--- config.mk ---
export PLATFORM = sky130hd
export DESIGN_NAME = hack_fetch
export DESIGN_NICKNAME = d
export VERILOG_FILES = /design/src/rtl/hack_pkg.sv /design/src/rtl/pc_counter.sv /design/src/rtl/hack_fetch.sv
export SDC_FILE = /design/constraint.sdc
export NUM_CORES = 1
export LEC_CHECK = 0
export BUFFER_PORTS_ARGS = -buffer_cell sky130_fd_sc_hd__buf_2
export CORE_AREA = 4 4 94 96
export CTS_BUF_LIST = sky130_fd_sc_hd__clkbuf_8
export CTS_CLUSTER_SIZE = 10
export DETAILED_ROUTE_END_ITERATION = 16
export DIE_AREA = 0 0 98 100
export PLACE_DENSITY = 0.68
export SLEW_MARGIN = 15
export SYNTH_ARGS = -nofsm -noshare
export SYNTH_HDL_FRONTEND = slang
export SYNTH_HIERARCHICAL = 1
export SYNTH_SLANG_ARGS = --single-unit
--- constraint.sdc ---
create_clock -name clk -period 2.3 [get_ports clk]
set_clock_uncertainty 0.2 [all_clocks]
set_input_delay 0.23 -clock clk [delete_from_list [all_inputs] [get_ports clk]]
set_output_delay 0.23 -clock clk [all_outputs]
set_load 0.02 [all_outputs]
--- src/rtl/hack_pkg.sv ---
// Shared types and widths for the Hack datapath front end.
package hack_pkg;

  localparam int HACK_ADDR_W = 15;
  localparam int HACK_DATA_W = 16;

  typedef enum logic [1:0] {
    IDLE = 2'd0,
    REQ  = 2'd1,
    HOLD = 2'd2
  } fetch_state_t;

endpackage

--- src/rtl/pc_counter.sv ---
// Program counter register: load beats increment, increment wraps at 2^ADDR_W.
// Latency: new value visible the cycle after load/inc; no backpressure of its own.
module pc_counter #(
  parameter int                ADDR_W   = 15,
  parameter logic [ADDR_W-1:0] RESET_PC = '0
) (
  input  logic              clk,
  input  logic              reset,
  input  logic              load,
  input  logic [ADDR_W-1:0] load_val,
  input  logic              inc,
  output logic [ADDR_W-1:0] pc
);

  always_ff @(posedge clk or posedge reset) begin
    if (reset) begin
      pc <= RESET_PC;
    end else if (load) begin
      pc <= load_val;
    end else if (inc) begin
      pc <= pc + ADDR_W'(1);
    end
  end

endmodule

--- src/rtl/hack_fetch.sv ---
// Hack fetch stage: one ROM read in flight, result held for decode until accepted.
// Latency: instr_valid the edge after imem_ack; decode stall freezes the held word, jump flushes it.
module hack_fetch
  import hack_pkg::*;
#(
  parameter int                ADDR_W   = HACK_ADDR_W,
  parameter int                DATA_W   = HACK_DATA_W,
  parameter logic [ADDR_W-1:0] RESET_PC = '0
) (
  input  logic              clk,
  input  logic              reset,
  output logic              imem_req,
  output logic [ADDR_W-1:0] imem_addr,
  input  logic              imem_ack,
  input  logic [DATA_W-1:0] imem_rdata,
  input  logic              jump,
  input  logic [ADDR_W-1:0] jump_addr,
  output logic              instr_valid,
  input  logic              instr_ready,
  output logic [DATA_W-1:0] instr,
  output logic [ADDR_W-1:0] instr_pc
);

  fetch_state_t      state;
  fetch_state_t      state_nxt;
  logic              discard;
  logic              discard_nxt;
  logic [ADDR_W-1:0] pc;
  logic [ADDR_W-1:0] hold_addr;
  logic              pc_inc;
  logic              capture;
  logic              valid_clr;
  logic              hold_load;

  pc_counter #(
    .ADDR_W  (ADDR_W),
    .RESET_PC(RESET_PC)
  ) u_pc (
    .clk     (clk),
    .reset   (reset),
    .load    (jump),
    .load_val(jump_addr),
    .inc     (pc_inc),
    .pc      (pc)
  );

  // pc already points at the jump target while the stale read is still in flight.
  assign imem_addr = discard ? hold_addr : pc;
  assign imem_req  = (state == REQ);

  always_comb begin
    state_nxt   = state;
    discard_nxt = discard;
    pc_inc      = 1'b0;
    capture     = 1'b0;
    valid_clr   = 1'b0;
    hold_load   = 1'b0;
    case (state)
      IDLE: begin
        state_nxt = REQ;
      end
      REQ: begin
        if (imem_ack) begin
          discard_nxt = 1'b0;
          if (!jump && !discard) begin
            capture   = 1'b1;
            pc_inc    = 1'b1;
            state_nxt = HOLD;
          end
        end else if (jump) begin
          discard_nxt = 1'b1;
          hold_load   = !discard;
        end
      end
      HOLD: begin
        if (jump || (instr_valid && instr_ready)) begin
          valid_clr = 1'b1;
          state_nxt = REQ;
        end
      end
      default: begin
        state_nxt = IDLE;
      end
    endcase
  end

  always_ff @(posedge clk or posedge reset) begin
    if (reset) begin
      state     <= IDLE;
      discard   <= 1'b0;
      hold_addr <= RESET_PC;
    end else begin
      state   <= state_nxt;
      discard <= discard_nxt;
      if (hold_load) begin
        hold_addr <= pc;
      end
    end
  end

  always_ff @(posedge clk or posedge reset) begin
    if (reset) begin
      instr_valid <= 1'b0;
      instr       <= '0;
      instr_pc    <= '0;
    end else if (capture) begin
      instr_valid <= 1'b1;
      instr       <= imem_rdata;
      instr_pc    <= imem_addr;
    end else if (valid_clr) begin
      instr_valid <= 1'b0;
    end
  end

endmodule

==> metrics.log, run 1 <==
INFO  metric outcome = completed
INFO  metric post_synth_num_cell_types = 32
INFO  metric io_buffer_count = 83
INFO  metric numCtsBuffers = 9
INFO  metric dieWidth = 98 um
INFO  metric ctsRootBufferMaster = clkbuf_8
INFO  metric postSynthRegisterBits = 65
INFO  metric final-hold-violation-count = 0
INFO  metric fmax = 470 MHz
INFO  metric register_to_register_path_depth = 7
INFO  metric worstHoldPathType = input pin to flop
INFO  metric drt_pass1_iterations = 4
INFO  metric critical_path.startpoint_type = input pin
INFO  metric detail_route.vias_per_cell = around 4.7
INFO  metric rsz0062_at_grt = false
INFO  metric dpl-instance-area = 3640 sq um
INFO  metric rr_startpoint = discard
INFO  metric grt_overflow_total = 0
INFO  metric tritoncts = done
INFO  metric route.detailed.wl_per_inst = 14.5 um
INFO  metric fin_worst_hold_slack = approximately 0.057 ns
INFO  metric numPlacedInstances = 407
INFO  metric cts-htree-levels = 3
INFO  metric worst_setup_path_end_kind = flop
INFO  metric num_antenna_cells = 0
INFO  metric design.core.area = 8050 sq um
INFO  metric worst-slew-pin-transition = 0.579 ns
INFO  metric ctsLongestPathBuffers = 2
INFO  metric timing.hold.worst.start = instr_ready
INFO  metric finalCriticalPeriod = approximately 2.1 ns
INFO  metric fraction_of_final_layout_cells_sized_beyond_drive_strength_1 = 0.514
INFO  metric path_max_fanout = 4
INFO  metric worst_ir_drop_vdd = 0.000323 V
INFO  metric cp-endpoint = u_pc/pc[13]
INFO  metric num_rows = 33
INFO  metric area_delta_synth_final = 33.2%
INFO  metric min_period_over_period = 0.925
INFO  metric worstSetupStartpoint = imem_ack
INFO  metric setup_viol = 0
INFO  metric placer_s_final_routability_congestion_estimate = 0.771
INFO  metric critical_path_data_required_time = 2.32 ns
INFO  metric timing.critical_path.arrival = 2.14 ns
INFO  metric ys.flop_type = dfrtp_1
INFO  metric via_count_of_the_first_global_routing_pass = about 2,200
INFO  metric clkLatencyLatePin = 0.33 ns
INFO  metric use_met1 = 0.189
INFO  metric synth-seq-area-share = 0.519
INFO  metric final_cell_count_no_fill = 455
INFO  metric layout_setup_ws = 0.173 ns
INFO  metric ant_nets = 0
INFO  metric finalCoreUtilization = 0.519
INFO  metric place_ws = about 0.27 ns
INFO  metric synth_warnings = 6
INFO  metric dp.final_hpwl = 4.65 mm
INFO  metric timing_max_transition_violations_final = 0
INFO  metric reg2reg_slack = 0.29 ns
INFO  metric synth_enable_flop_cells = 0
INFO  metric grt_busiest_layer = met2
INFO  metric start_util = 0.390
INFO  metric synth.avg_cell_area = 14.1 sq um
INFO  metric met3_usage = 0.0403
INFO  metric leakage = between 2 and 2.5 nW
INFO  metric grt_antenna_before_repair = 0
INFO  metric drv.max_cap_violation_count = 0
INFO  metric layout.cell_area.non_filler = around 4200 sq um
INFO  metric groute.usage.overall = 0.140
INFO  metric postSynthNetCount = 260
INFO  metric grt_first_pass_wirelength = approximately 11 mm
INFO  metric drt_wl_total = approximately 6.6 mm
INFO  metric clk_pin_slew_worst_paths = 0.06 ns
INFO  metric fp.dieArea = 9800 sq um
INFO  metric grt.met2_usage = 0.217
INFO  metric syn_inst = around 220
INFO  metric cts_num_sinks = between 60 and 70
INFO  metric power_density = 1220 nW/um^2
INFO  metric num_vias = between 2,000 and 2,500
INFO  metric post_cts.repair.setup_buffers = 0
INFO  metric worst_slew_margin_rel = 0.613
INFO  metric drt_drc_violations_left = 0
INFO  metric synth-async-reset-ratio = 1.00
INFO  metric path_class = input pin to flop
INFO  metric post_synth_instance_area = ~3100 sq um
INFO  metric regToRegEndpoint = u_pc/pc[13]
INFO  metric design_power_total = 5.08 mW
INFO  metric die_y = ~100 um
INFO  metric fin_tns_setup = 0 ns
INFO  metric num_io_pins = 84
INFO  metric design.final.nets = approximately 380
INFO  metric dr.first_iter.drc_count = between 90 and 100
INFO  metric grt_max_degree = 34
==> kinds of logic (layout without fill, tap and decap cells) <==
family | Yosys count | after routing | share of synthesized area
compound gates | 19 | 19 | 0.0311
simple gates | 44 | 44 | 0.0965
mux | 64 | 64 | 0.274
fa+ha+maj | 1 | 1 | 0.00399
flops | 65 | 65 | 0.519
xor+xnor | 14 | 14 | 0.0391
buf+inv | 16 | 143 | 0.0371
==> final cells by class <==
type                            instances  area [sq um]
Multi-Input combinational cell        142          1400
Tap cell                              105           131
Timing Repair Buffer                  123           798
Clock inverter                          1          7.51
Inverter                                5          18.8
Fill cell                             737          3870
Sequential cell                        65          1630
Clock buffer                           14           193
==> cells in the mapped netlist (all sizes together) (3+ instances only) <==
master | n | area, sq um
nand4 | 6 | 73.8
inv | 5 | 18.8
nor4 | 3 | 37.5
o21ai | 14 | 70.1
nand2 | 19 | 78.8
nand3 | 3 | 20.0
clkbuf | 3 | 11.3
xor2 | 6 | 52.6
dfrtp | 65 | 1630
buf | 8 | 86.3
nor2 | 3 | 11.3
xnor2 | 8 | 70.1
nor3 | 4 | 20.0
a21oi | 4 | 20.0
mux2 | 63 | 848
==> critical path: stages <==
cell and delay, ns:
dlygate4sd3_1 0.52, buf_2 0.12, nor3b_4 0.25, nand2_4 0.07
inv_1 0.12, nand4_2 0.18, nor4_4 0.29, xor2_1 0.09
mux2_2 0.26
==> placed cells by master, fill, tap and decap left out <==
cell type       n
nand3b_1        1
dfrtp_1        65
nand4_1         3
buf_4           7
and3_1          1
and3_2          1
nand4_4         2
nand2_1        18
nor3_1          4
mux2_4         37
nor3b_4         1
o21ai_0        12
nand4_2         1
dlygate4sd3_1  33
buf_2          83
nor2b_4         1
ha_1            1
nand3_1         2
nor4_4          1
o21a_1          1
nor2_1          3
xor2_1          6
xnor2_1         8
nor4_2          2
a21oi_1         4
or2b_1          1
mux2_2         26
nand3_2         1
clkinvlp_4      1
nand2_4         1
inv_1           4
mux2i_1         1
inv_2           1
o21ai_1         2
clkbuf_8       14
==> worst min path at each step <==
| stage | to | slack [ns] | cells past startpoint |
|---|---|---|---|
| 6_report | state[1] | 0.06 | 4 |
| 5_1_grt | state[1] | 0.09 | 4 |
| 4_1_cts | state[1] | 0.04 | 4 |
| 3_5_place_dp | hold_addr[1] | 0.13 | 2 |
| 3_3_place_gp | hold_addr[1] | 0.11 | 2 |
| 2_1_floorplan | u_pc/pc[0] | -0.07 | 1 |
==> report_power, final <==
| group | total (mW) | switching (mW) | internal (mW) |
|---|---|---|---|
| combinational | 2.26 | 1.13 | 1.13 |
| sequential | 1.88 | 0.282 | 1.59 |
| clock | 0.947 | 0.414 | 0.533 |
==> registers in the layout, summed over array words and instances (netlist names) <==
signal,flops
instr,16
discard,1
u_pc/pc,15
instr_pc,15
instr_valid,1
hold_addr,15
state,2
==> metal layers <==
metal,up-vias,routed length (um)
met1,1036,3100
met5,-,0
met3,11,441
li1,1024,-
met4,0,91
met2,72,2970
==> timing repair <==
action | 4_1_cts | 5_1_grt
setup endpoints to repair | 0 | 1
hold buffers | 33 | 0
hold endpoints to repair | 70 | 0
gates resized for setup | 0 | 1
(Power assumes the default switching activity.)
==> run 2: changes to the inputs <==
--- a/config.mk
+++ b/config.mk
@@ -5,13 +5,14 @@
 export SDC_FILE = /design/constraint.sdc
 export NUM_CORES = 1
 export LEC_CHECK = 0
-export BUFFER_PORTS_ARGS = -buffer_cell sky130_fd_sc_hd__buf_2
 export CORE_AREA = 4 4 94 96
 export CTS_BUF_LIST = sky130_fd_sc_hd__clkbuf_8
 export CTS_CLUSTER_SIZE = 10
 export DETAILED_ROUTE_END_ITERATION = 16
 export DIE_AREA = 0 0 98 100
-export PLACE_DENSITY = 0.68
+export DONT_BUFFER_PORTS = 1
+export MAX_ROUTING_LAYER = met4
+export PLACE_DENSITY = 0.58
 export SLEW_MARGIN = 15
 export SYNTH_ARGS = -nofsm -noshare
 export SYNTH_HDL_FRONTEND = slang
==> metrics.log, run 2 (synthesized netlist as in run 1, its figures left out) <==
INFO  metric power.clock.fraction = 0.183 (-0.003)
INFO  metric area_delta_synth_final = 20.4%
INFO  metric hold_path_depth = 3 (-1)
INFO  metric placer_s_final_routability_congestion_estimate = 0.783 (+1.6%)
INFO  metric grt_first_pass_wirelength = 10.7 mm (-2.7%)
INFO  metric cts_num_sinks = 65 (unchanged)
INFO  metric worst_ir_drop_vdd = 0.000690 V (+110%)
INFO  metric fmax = 500 MHz (+6.3%)
INFO  metric num_rows = 33 (unchanged)
INFO  metric dieWidth = 98 um (unchanged)
INFO  metric die_y = 100 um (unchanged)
INFO  metric start_util = 0.390 (unchanged)
INFO  metric critical_path_data_required_time = 2.31 ns (about the same)
INFO  metric worst_setup_path_end_kind = flop
INFO  metric grt_antenna_before_repair = 0 (unchanged)
INFO  metric register_to_register_path_depth = 7 (unchanged)
INFO  metric fillers = 722 (-2.0%)
INFO  metric reg2reg_slack = 0.30 ns (about the same)
INFO  metric design.final.nets = 304 (-21%)
INFO  metric finalCriticalPeriod = 2.00 ns (-0.126 ns)
INFO  metric dp.final_hpwl = 4.18 mm (-10%)
INFO  metric post_cts.repair.setup_buffers = 0 (unchanged)
INFO  metric tritoncts = done
INFO  metric regToRegEndpoint = u_pc/pc[13]
INFO  metric leakage = 1.71 nW (-16%)
INFO  metric numCtsBuffers = 9 (unchanged)
INFO  metric power_density = 1230 nW/um^2 (+1.1%)
INFO  metric via_count_of_the_first_global_routing_pass = 2,017 (-7.6%)
INFO  metric min_delay_worst_endpoint = state[0]
INFO  metric share_comb_of_total_power = 0.330 (-0.114)
INFO  metric io_buffer_count = 0 (-100%)
INFO  metric route.detailed.wl_per_inst = 17.1 um (+18%)
INFO  metric num_vias = 1,872 (-13%)
INFO  metric regMostFlops = instr
INFO  metric layout_setup_ws = 0.299 ns (+0.126 ns)
INFO  metric rr_startpoint = discard
INFO  metric resized_after_cts = 0 (unchanged)
INFO  metric num_io_pins = 84 (unchanged)
INFO  metric switchingPower = 1.74 mW (-4.6%)
INFO  metric drt_drc_violations_left = 0 (unchanged)
INFO  metric design.core.area = 8050 sq um (unchanged)
INFO  metric worst_slew_margin_rel = 0.357 (-0.256)
INFO  metric critical_path.startpoint_type = flop
INFO  metric dr.first_iter.drc_count = 49 (-50%)
INFO  metric timing_max_transition_violations_final = 0 (unchanged)
INFO  metric num_antenna_cells = 0 (unchanged)
INFO  metric detail_route.vias_per_cell = 4.97 (+5.4%)
INFO  metric path_class = flop to flop
INFO  metric cp_cell_sequence = nor3b_4 > nand2_4 > inv_1 > nand4_2 > nor4_2 > xor2_1 > mux2_2
INFO  metric internal_power = 2.90 mW (-11%)
INFO  metric timing.critical_path.arrival = 2.01 ns (-0.13 ns)
INFO  metric drt_pass1_iterations = 4 (unchanged)
INFO  metric place_ws = 0.313 ns (+0.0452 ns)
INFO  metric max_stage_delay = 0.41 ns (-0.11 ns)
INFO  metric largest_reg_flops = 16 (unchanged)
INFO  metric design_power_total = 4.64 mW (-8.6%)
INFO  metric worst-slew-pin-transition = 0.961 ns (+0.381 ns)
INFO  metric cts-htree-levels = 3 (unchanged)
INFO  metric ctsLongestPathBuffers = 2 (unchanged)
INFO  metric clk_pin_slew_worst_paths = 0.06 ns (about the same)
INFO  metric fin_tns_setup = 0 ns (unchanged)
INFO  metric switching_share = 0.375 (+0.0158)
INFO  metric drt_wl_total = 6.45 mm (-2.3%)
INFO  metric grt_overflow_total = 0 (unchanged)
INFO  metric setup_viol = 0 (unchanged)
INFO  metric clkLatencyLatePin = 0.33 ns (about the same)
INFO  metric ant_nets = 0 (unchanged)
INFO  metric finalCoreUtilization = 0.469 (-0.0497)
INFO  metric power.share.sequential = 0.487 (+0.118)
INFO  metric timing.hold.worst.start = jump
INFO  metric cell_type_of_the_slowest_stage_on_the_worst_timing_path = dfrtp_1
INFO  metric path_max_fanout = 4 (unchanged)
INFO  metric fp.dieArea = 9800 sq um (unchanged)
INFO  metric fraction_of_final_layout_cells_sized_beyond_drive_strength_1 = 0.357 (-0.158)
INFO  metric final-hold-violation-count = 0 (unchanged)
INFO  metric rsz0062_at_grt = false
INFO  metric groute.usage.overall = 0.143 (+0.00270)
INFO  metric grt_max_degree = 51 (+50%)
INFO  metric multi_input_comb_area = 1390 sq um (-0.62%)
INFO  metric final_cell_mix = dfrtp_1, mux2_4, dlygate4sd3_1
INFO  metric final-seq-area = 1630 sq um (unchanged)
INFO  metric min_period_over_period = 0.870 (-0.0548)
INFO  metric ctsRootBufferMaster = clkbuf_8
INFO  metric most_common_cell_after_layout_fill_and_taps_aside = dfrtp_1
INFO  metric drv.max_cap_violation_count = 0 (unchanged)
INFO  metric worstHoldPathType = input pin to flop
INFO  metric outcome = completed
-- run 2: cell count changes in the layout (fill, tap and decap cells not counted), sizes merged --
cell         before  now
clkinv            0    3
clkinvlp          1    0
buf              90    8
dlygate4sd3      33   36
clkbuf           14   11
inv               5    7
-- run 2: layout make-up --
cell class / count / share of cell area
clock buffers: 11 / 0.0401
clock inverters: 5 / 0.00596
inverters: 5 / 0.00497
multi-input cells: 142 / 0.369
flip-flops and latches: 65 / 0.431
well taps: 105 / 0.0348
repair buffers: 44 / 0.115
-- run 2: routing by layer --
layer	vias to the layer above	wire length [um]	track usage
met5	-	0	-
met4	0	95	0.0543
met3	10	515	0.0473
met2	66	2950	0.215
met1	933	2890	0.180
li1	863	-	-
-- run 2: worst max-delay path by stage --
stage                  from  cells after the start  slack (ns)           to
detailed placement  discard                      7        0.31  u_pc/pc[13]
global placement    discard                      7        0.34  u_pc/pc[13]
finish              discard                      7        0.30  u_pc/pc[13]
floorplan           discard                     10        0.03  u_pc/pc[13]
CTS                 discard                      7        0.29  u_pc/pc[13]
global route        discard                      7        0.17  u_pc/pc[13]
-- run 2: metrics by stage --
step,cells,hold slack [ns],instance area (sq um)
final,377,0.0389,3780
after global routing,377,0.0325,3780
after CTS,377,0.0193,3780
after detailed placement,325,-0.00868,3240
after global placement,325,-0.0134,3240
after floorplan,223,-0.0685,3140
-- run 2: critical path: cells and delay by family, from the launching register on --
| family | cells | cell delay, ns |
|---|---|---|
| flip-flops | 1 | 0.41 |
| multiplexers | 1 | 0.26 |
| XOR/XNOR | 1 | 0.10 |
| AND/OR/NAND/NOR | 4 | 0.81 |
| buffers and inverters | 1 | 0.12 |
-- run 2: repair_timing --
action	CTS	global route
endpoints found under the hold margin	100	0
setup endpoints to repair	0	0
hold buffers	36	0
-- run 2: power groups by stage --
stage / sequential [mW] / clock (mW) / combinational (mW)
after floorplan: 2.19 / 0 / 1.33
after global placement: 2.27 / 0 / 1.46
after detailed placement: 2.28 / 0 / 1.48
after CTS: 2.27 / 0.890 / 1.56
after global routing: 2.33 / 0.943 / 1.64
final: 2.26 / 0.850 / 1.53
==> run 3: changes to the inputs <==
--- a/config.mk
+++ b/config.mk
@@ -12,7 +12,7 @@
 export DIE_AREA = 0 0 98 100
 export DONT_BUFFER_PORTS = 1
 export MAX_ROUTING_LAYER = met4
-export PLACE_DENSITY = 0.58
+export PLACE_DENSITY = 0.56
 export SLEW_MARGIN = 15
 export SYNTH_ARGS = -nofsm -noshare
 export SYNTH_HDL_FRONTEND = slang
==> constraint.sdc (replaced) <==
create_clock -name clk -period 2 [get_ports clk]
set_clock_uncertainty 0.2 [all_clocks]
set_input_delay 0.2 -clock clk [delete_from_list [all_inputs] [get_ports clk]]
set_output_delay 0.2 -clock clk [all_outputs]
set_load 0.02 [all_outputs]
==> metrics.log, run 3 (synthesized netlist as in run 1, its figures left out) <==
INFO  metric outcome = completed
INFO  metric worstSetupStartpoint = discard
INFO  metric grt_first_pass_wirelength = 10.8 mm (+1.4%)
INFO  metric layout_setup_ws = 0.0972 ns (-0.202 ns)
INFO  metric worstHoldPathType = input pin to async pin
INFO  metric worst-slew-pin-transition = 0.910 ns (-0.0504 ns)
INFO  metric min_period_over_period = 0.951
INFO  metric area_delta_synth_final = 26.2%
INFO  metric worst_ir_drop_vdd = 0.000719 V (+4.2%)
INFO  metric worst_slew_margin_rel = 0.391 (+0.0337)
INFO  metric regMostFlops = instr
INFO  metric route.detailed.wl_per_inst = 16.3 um (-4.8%)
INFO  metric ctsLongestPathBuffers = 2 (unchanged)
INFO  metric power.share.sequential = 0.449 (-0.038)
INFO  metric path_max_fanout = 17 (+13)
INFO  metric dr.first_iter.drc_count = 47 (-4.1%)
INFO  metric grt_max_degree = 34 (-33%)
INFO  metric placer_s_final_routability_congestion_estimate = 0.789 (+0.75%)
INFO  metric grt_overflow_total = 0 (unchanged)
INFO  metric grt_antenna_before_repair = 0 (unchanged)
INFO  metric most_common_cell_after_layout_fill_and_taps_aside = dfrtp_1
INFO  metric multi_input_comb_area = 1400 sq um (+0.63%)
INFO  metric register_to_register_path_depth = 4 (-3)
INFO  metric critical_path_data_required_time = 1.60 ns (-0.71 ns)
INFO  metric io_buffer_count = 0 (unchanged)
INFO  metric fin_worst_hold_slack = 0.192 ns (+0.153 ns)
INFO  metric final_cell_mix = dfrtp_1, mux2_4, dlygate4sd3_1
INFO  metric die_y = 100 um (unchanged)
INFO  metric drt_wl_total = 6.40 mm (-0.76%)
INFO  metric timing.critical_path.arrival = 1.50 ns (-0.51 ns)
INFO  metric switchingPower = 2.04 mW (+17%)
INFO  metric share_comb_of_total_power = 0.339 (+0.009)
INFO  metric finalCriticalPeriod = roughly 1.9 ns
INFO  metric ant_nets = 0 (unchanged)
INFO  metric detail_route.vias_per_cell = 4.85 (-2.3%)
INFO  metric setup_viol = 0 (unchanged)
INFO  metric finalCoreUtilization = 0.492 (+0.0224)
INFO  metric worst_setup_path_end_kind = output port
INFO  metric dieWidth = 98 um (unchanged)
INFO  metric power.clock.fraction = 0.212 (+0.029)
INFO  metric drt_drc_violations_left = 0 (unchanged)
INFO  metric post_cts.repair.setup_buffers = 0 (unchanged)
INFO  metric design.final.nets = 322 (+5.9%)
INFO  metric final-hold-violation-count = 0 (unchanged)
INFO  metric clkLatencyLatePin = 0.33 ns (about the same)
INFO  metric leakage = 1.80 nW (+5.3%)
INFO  metric final-seq-area = 1630 sq um (unchanged)
INFO  metric via_count_of_the_first_global_routing_pass = 2,112 (+4.7%)
INFO  metric start_util = 0.390 (unchanged)
INFO  metric timing_max_transition_violations_final = 0 (unchanged)
INFO  metric fmax = 526 MHz
INFO  metric rsz0062_at_grt = false
INFO  metric tritoncts = done
INFO  metric place_ws = 0.143 ns (-0.170 ns)
INFO  metric power_density = 1470 nW/um^2 (+19%)
INFO  metric numCtsBuffers = 9 (unchanged)
INFO  metric rr_startpoint = state[0]
INFO  metric drv.max_cap_violation_count = 0 (unchanged)
INFO  metric clk_pin_slew_worst_paths = 0.07 ns (about the same)
INFO  metric path_class = flop to output port
INFO  metric ctsRootBufferMaster = clkbuf_8
INFO  metric fillers = 717 (-0.69%)
INFO  metric groute.usage.overall = 0.145 (+0.00216)
INFO  metric cts-htree-levels = 3 (unchanged)
INFO  metric critical_path.startpoint_type = flop
INFO  metric internal_power = 3.78 mW (+30%)
INFO  metric cts_num_sinks = 65 (unchanged)
INFO  metric switching_share = 0.350 (-0.0247)
INFO  metric num_rows = 33 (unchanged)
INFO  metric num_antenna_cells = 0 (unchanged)
INFO  metric fp.dieArea = 9800 sq um (unchanged)
INFO  metric largest_reg_flops = 16 (unchanged)
INFO  metric drt_pass1_iterations = 4 (unchanged)
INFO  metric num_vias = 1,907 (+1.9%)
INFO  metric fraction_of_final_layout_cells_sized_beyond_drive_strength_1 = 0.399 (+0.0427)
INFO  metric num_io_pins = 84 (unchanged)
INFO  metric dp.final_hpwl = 4.33 mm (+3.7%)
INFO  metric design.core.area = 8050 sq um (unchanged)
[run 3: cell count changes in the layout (fill, tap and decap cells not counted), moves of 2 or more]
cell,delta
inv_1,-3
buf_4,+17
bufinv_16,+2
clkinv_2,-2
[run 3: layout make-up]
cell class	count	share of cell area
flip-flops and latches	65	0.411
multi-input cells	142	0.354
clock buffers	11	0.0383
clock inverters	3	0.0164
repair buffers	62	0.142
well taps	105	0.0332
inverters	5	0.00474
[run 3: what timing repair did]
item,CTS,global route
endpoints found under the setup margin,0,12
endpoints found under the hold margin,72,0
hold buffers,37,0
resized for setup,0,1
[run 3: final timing paths]
check / to / slack, ns
max: imem_addr[5] / 0.1
min: instr_pc[4] / 0.19
min in group clk: hold_addr[8] / 0.19
min reg2reg: hold_addr[8] / 0.30
max reg2reg: instr[13] / 0.14
max in group asynchronous: instr[8] / 0.78
[run 3: critical path, stage by stage, from the launching register on]
cell and delay [ns]:
dfrtp_1 0.40, buf_6 0.22, mux2_2 0.39, buf_4 0.16
[run 3: power groups by stage]
stage	logic [mW]	clock network, mW	registers (mW)
6_report	1.97	1.23	2.61
3_5_place_dp	1.90	0	2.63
4_1_cts	2.00	1.28	2.61
3_3_place_gp	1.89	0	2.62
2_1_floorplan	1.54	0	2.52
5_1_grt	2.13	1.34	2.69
[run 3: layer usage]
metal | GRT usage | share of wire
met4 | 0.0479 | 0.012
met2 | 0.218 | 0.44
met1 | 0.185 | 0.48
met3 | 0.0486 | 0.066
met5 | - | 0
[run 3: per-stage QoR]
stage / std cells / power, mW / TNS, ns / instance area [sq um]
floorplan: 223 / 4.06 / -0.214 / 3160
global placement: 342 / 4.50 / 0 / 3370
detailed placement: 342 / 4.53 / 0 / 3370
CTS: 393 / 5.90 / 0 / 3950
global route: 393 / 6.15 / 0 / 3960
finish: 393 / 5.81 / 0 / 3960
